`config.mk`:
```
export PLATFORM = sky130hd
export DESIGN_NAME = minim_serial
export DESIGN_NICKNAME = d
export VERILOG_FILES = /design/src/rtl/minim_serial.sv
export SDC_FILE = /design/constraint.sdc
export NUM_CORES = 1
export LEC_CHECK = 0
export BUFFER_PORTS_ARGS = -buffer_cell sky130_fd_sc_hd__buf_2
export CAP_MARGIN = 20
export CORE_AREA = 5 5 45 47
export CTS_BUF_LIST = sky130_fd_sc_hd__clkbuf_4
export DETAILED_ROUTE_END_ITERATION = 7
export DIE_AREA = 0 0 50 52
export PLACE_DENSITY = 0.72
export SYNTH_ARGS = -nofsm -noshare
export SYNTH_HDL_FRONTEND = slang
export SYNTH_SLANG_ARGS = --single-unit
```
`constraint.sdc`:
```
create_clock -name clk -period 2.82 [get_ports clk]
set_input_delay 0.564 -clock clk [delete_from_list [all_inputs] [get_ports clk]]
set_output_delay 0.564 -clock clk [all_outputs]
set_load 0.01 [all_outputs]
```
`src/rtl/minim_serial.sv`:
```
// -----------------------------------------------------------------------------
// minim_serial
//
// Streaming per-frame minimum finder. Unsigned WIDTH-bit samples arrive one per
// cycle over a valid/ready handshake and are grouped into frames of N samples.
// When a frame completes, the block presents the frame's minimum value and the
// position of that minimum, then holds the result until the consumer takes it.
// The earliest position wins when several samples share the minimum value.
//
// Ports:
//   clk        in   rising-edge clock for all logic
//   rst        in   synchronous, active-high reset
//   in_valid   in   producer has a sample on in_data
//   in_ready   out  block accepts a sample this cycle (state COLLECT)
//   in_data    in   WIDTH-bit unsigned sample
//   out_valid  out  out_min/out_idx hold a completed frame result (state HOLD)
//   out_ready  in   consumer takes the result this cycle
//   out_min    out  minimum sample of the last completed frame
//   out_idx    out  position (0..N-1) of that minimum within its frame
// -----------------------------------------------------------------------------
module minim_serial #(
  parameter int WIDTH = 4,
  parameter int N     = 4,
  parameter int IDXW  = $clog2(N)
) (
  input  logic             clk,
  input  logic             rst,
  input  logic             in_valid,
  output logic             in_ready,
  input  logic [WIDTH-1:0] in_data,
  output logic             out_valid,
  input  logic             out_ready,
  output logic [WIDTH-1:0] out_min,
  output logic [IDXW-1:0]  out_idx
);

  typedef enum logic {
    COLLECT = 1'b0,
    HOLD    = 1'b1
  } state_e;

  localparam logic [IDXW-1:0] LAST_IDX = IDXW'(N - 1);

  state_e           state_q;
  logic [IDXW-1:0]  cnt_q;
  logic [WIDTH-1:0] run_min_q;
  logic [WIDTH-1:0] run_min_d;
  logic [IDXW-1:0]  run_idx_q;
  logic [IDXW-1:0]  run_idx_d;
  logic [WIDTH-1:0] out_min_q;
  logic [IDXW-1:0]  out_idx_q;

  logic accept;
  logic first;
  logic lower;

  // Handshake flags decode straight from the state register, so neither side
  // sees a combinational path from the other side's inputs.
  assign in_ready  = (state_q == COLLECT);
  assign out_valid = (state_q == HOLD);

  assign accept = in_valid && in_ready;
  assign first  = (cnt_q == '0);
  // Strict compare keeps the earliest index on ties.
  assign lower  = (in_data < run_min_q);

  // Running minimum including the sample offered this cycle. The first sample
  // of a frame seeds the running values regardless of what they held before.
  always_comb begin
    run_min_d = run_min_q;
    run_idx_d = run_idx_q;
    if (first) begin
      run_min_d = in_data;
      run_idx_d = '0;
    end else if (lower) begin
      run_min_d = in_data;
      run_idx_d = cnt_q;
    end
  end

  always_ff @(posedge clk) begin
    if (rst) begin
      state_q   <= COLLECT;
      cnt_q     <= '0;
      run_min_q <= '0;
      run_idx_q <= '0;
      out_min_q <= '0;
      out_idx_q <= '0;
    end else begin
      case (state_q)
        COLLECT: begin
          if (accept) begin
            run_min_q <= run_min_d;
            run_idx_q <= run_idx_d;
            if (cnt_q == LAST_IDX) begin
              // Frame complete: publish the result that includes this sample.
              out_min_q <= run_min_d;
              out_idx_q <= run_idx_d;
              cnt_q     <= '0;
              state_q   <= HOLD;
            end else begin
              cnt_q <= cnt_q + IDXW'(1);
            end
          end
        end
        HOLD: begin
          if (out_ready) begin
            state_q <= COLLECT;
          end
        end
        default: state_q <= COLLECT;
      endcase
    end
  end

  assign out_min = out_min_q;
  assign out_idx = out_idx_q;

endmodule

```
==> flow_summary.json <==
{
  "critPathTopFamily": "compound AO/OA/AOI/OAI gates",
  "max_freq_mhz": 559.7,
  "crit_required_ns": 3.02,
  "min_from": "out_idx[1]$_SDFFE_PP0P_",
  "grt.overflow.total": 0,
  "seqCellArea_um2": 300.3,
  "synth_top_area_share_pct": 39.60,
  "clockBufferDepth": 2,
  "slew_viol_final": 0,
  "pre_cts_slack_ns": 0.7496,
  "timing.reg2reg.setup_slack_ns": 1.03,
  "multi_input_area_um2": 424.2,
  "power.leakage_nw": 0.3768,
  "syn_inst": 82,
  "clk_pin_slew_worst_paths_ns": 0.09,
  "avgSynthCellArea_um2": 9.247,
  "status": "finished, final reports clean",
  "max_stage_delay_ns": 0.36,
  "core_mm2": 0.001614,
  "grtUsageTotal_pct": 13.11,
  "ir_drop_uv": 246.1,
  "cts_buffers": 3,
  "synthMuxAreaShare_pct": 7.921,
  "totalNegativeSetupSlack_ns": 0,
  "cts_resized": 0,
  "rsz0062_at_grt": "false",
  "std_cell_rows": 15,
  "drive_above_1_share_pct": 26.00,
  "startpoint_type": "register",
  "clockRootBuffer": "clkbuf_4",
  "floorplan.initialDensity_pct": 46.98,
  "min_path_type": "register to register",
  "yosys.area.top_type": "dfxtp_1",
  "synth_compound_area_share_pct": 19.97,
  "drv_cap": 0,
  "setup_viol": 0,
  "cts_tree": "built",
  "critPathMaxFanout": 8,
  "syn_area_um2": 758.2,
  "powerDensity_mw_per_mm2": 484.9,
  "grt_pass1_vias": 638,
  "h-tree-depth": 1,
  "min_path_cells": 2,
  "dieArea_mm2": 0.002600,
  "hold_viol": 0,
  "ios": 16,
  "yosysMostFrequentCell": "dfxtp_1",
  "die_height_um": 52,
  "fin_nets": 114,
  "synth_edf_count": 0,
  "postRouteAntennaNets": 0,
  "cpMaxStageDelayCell": "dfxtp_1",
  "vias": 644,
  "drc": 0,
  "clock_sinks": 15,
  "antenna_found_initial": 0,
  "synth-async-reset-ratio_pct": 0,
  "diodes": 0,
  "layout_setup_ws_ns": 1.033,
  "synth_commonest_cells": "dfxtp_1 (15), nand2_1 (9), nand2b_1 (9)",
  "grt_first_pass_wirelength_um": 2649,
  "relSlewSlack_pct": 63.30,
  "synth_fa_ha_area_share_pct": 8.251,
  "synth_top_family_by_area": "compound AO/OA/AOI/OAI gates",
  "arrival_ns": 1.99,
  "drt_iter0_drc": 11,
  "yosys.area_share.simple_pct": 19.80,
  "postCtsSetupBuffers": 0,
  "wirelength_um": 1525,
  "holdPathEnd": "out_idx[1]$_SDFFE_PP0P_",
  "clk_latency_ns": 0.28,
  "via_per_inst": 5.504,
  "synthTopCellsByArea": "dfxtp_1 (40%), ha_1 (8.3%), mux2i_1 (7.9%)",
  "firstDrtPassIters": 3,
  "ys.flop_type": "dfxtp_1",
  "gp_congestion": 0.7614,
  "crit_path_end_kind": "register",
  "r2r_end": "run_idx_q[0]$_SDFFE_PP0P_",
  "hpwl_um": 1198,
  "grt_max_degree": 16,
  "syn-num-nets": 95,
  "rr_startpoint": "run_min_q[3]$_SDFFE_PP0P_",
  "fin_crit_ns": 1.787,
  "post-route-period-util_pct": 63.36,
  "power_w": 0.0004271,
  "crit_type": "register to register",
  "yosysSeqAreaShare_pct": 39.60,
  "path_buf_inv": 1,
  "portBuffers": 15,
  "synthXorXnorAreaFrac_pct": 0,
  "avgRoutedWirePerCell_um": 13.03,
  "yosys_warnings": 0,
  "cts_hold_buf": 0,
  "area_growth_pct": 16.17,
  "tightest_slew_ns": 0.5505,
  "final_util_pct": 54.57,
  "crit_chain": "inv_1 -> ha_1 -> a21oi_1 -> o21ai_2 -> or3_1 -> o32ai_1",
  "synth_cell_types": 23,
  "synth-seq-cells": 15,
  "fin_skew_ns": 0.005327,
  "n_fill_cell": 164,
  "chipWidth_um": 50,
  "reg2regPathDepth": 6
}
cell usage in the layout, fill, tap and decap left out:
cell type,netlist,routed
dfxtp_1,15,15
a31o_2,3,3
inv_1,8,8
o21ai_2,1,1
o32ai_1,2,2
o31ai_1,1,1
nor2b_1,1,1
nor2_1,4,4
buf_2,0,15
a211oi_1,1,1
or3_1,1,1
nor3b_2,2,2
ha_1,5,5
nand2_1,9,9
a21oi_1,3,3
a32o_1,3,3
o21ai_0,3,3
a21boi_0,1,1
and2b_1,1,1
clkbuf_4,0,4
o211ai_1,1,1
a21oi_2,1,1
mux2i_1,6,6
nand2b_1,9,9
area by class of cell:
class                   instances  area share [%]
repair buffers                 15           8.523
well taps                      17           2.415
multi-input cells              58           48.15
inverters                       8           3.409
flip-flops and latches         15           34.09
clock buffers                   4           3.409
worst register-to-register path: stages, from the launching register on:
cell and delay (ns):
dfxtp_1 0.36, inv_1 0.05, ha_1 0.30, a21oi_1 0.24
o21ai_2 0.18, or3_1 0.36, o32ai_1 0.22
report_power, final:
group / internal, W / switching [W]
Sequential: 0.000219 / 0.00000535
Clock: 0.0000646 / 0.0000689
Combinational: 0.0000280 / 0.0000411
worst max path at each step:
stage / from / to / slack (ns) / depth (start not counted)
2_1_floorplan: in_data[3] / run_idx_q[1]$_SDFFE_PP0P_ / 1.00 / 5
3_3_place_gp: in_data[3] / run_idx_q[0]$_SDFFE_PP0P_ / 0.80 / 6
3_5_place_dp: in_data[3] / run_idx_q[1]$_SDFFE_PP0P_ / 0.75 / 6
4_1_cts: run_min_q[3]$_SDFFE_PP0P_ / run_idx_q[1]$_SDFFE_PP0P_ / 1.03 / 6
5_1_grt: run_min_q[3]$_SDFFE_PP0P_ / run_idx_q[1]$_SDFFE_PP0P_ / 0.87 / 6
6_report: run_min_q[3]$_SDFFE_PP0P_ / run_idx_q[0]$_SDFFE_PP0P_ / 1.03 / 6
layer usage:
layer | track usage, % | vias up | wire (um)
met5 | 0 | - | 0
met4 | 6.550 | 0 | 47
met3 | 2.865 | 7 | 45
met2 | 23.01 | 9 | 764
met1 | 14.69 | 302 | 667
li1 | - | 326 | -
stage by stage:
| step | hold slack [ns] | area [um^2] | std cells |
|---|---|---|---|
| after CTS | 0.4545 | 880.8 | 117 |
| after global placement | 0.4360 | 850.8 | 113 |
| after global routing | 0.4569 | 880.8 | 117 |
| final | 0.4502 | 880.8 | 117 |
| after detailed placement | 0.4369 | 850.8 | 113 |
| after floorplan | 0.4491 | 758.2 | 82 |
sequential cells by signal, summed over array words and instances, names as in the netlist:
signal     flops
cnt_q          2
out_valid      1
run_idx_q      2
out_idx        2
run_min_q      4
out_min        4
cell families after synthesis:
logic type / count (synthesis)
buffers and inverters: 9
adder cells (fa/ha/maj): 5
flip-flops: 15
AO/OA/AOI/OAI: 20
AND/OR/NAND/NOR: 27
multiplexers: 6
No activity file was read; power rests on OpenSTA's default activity.
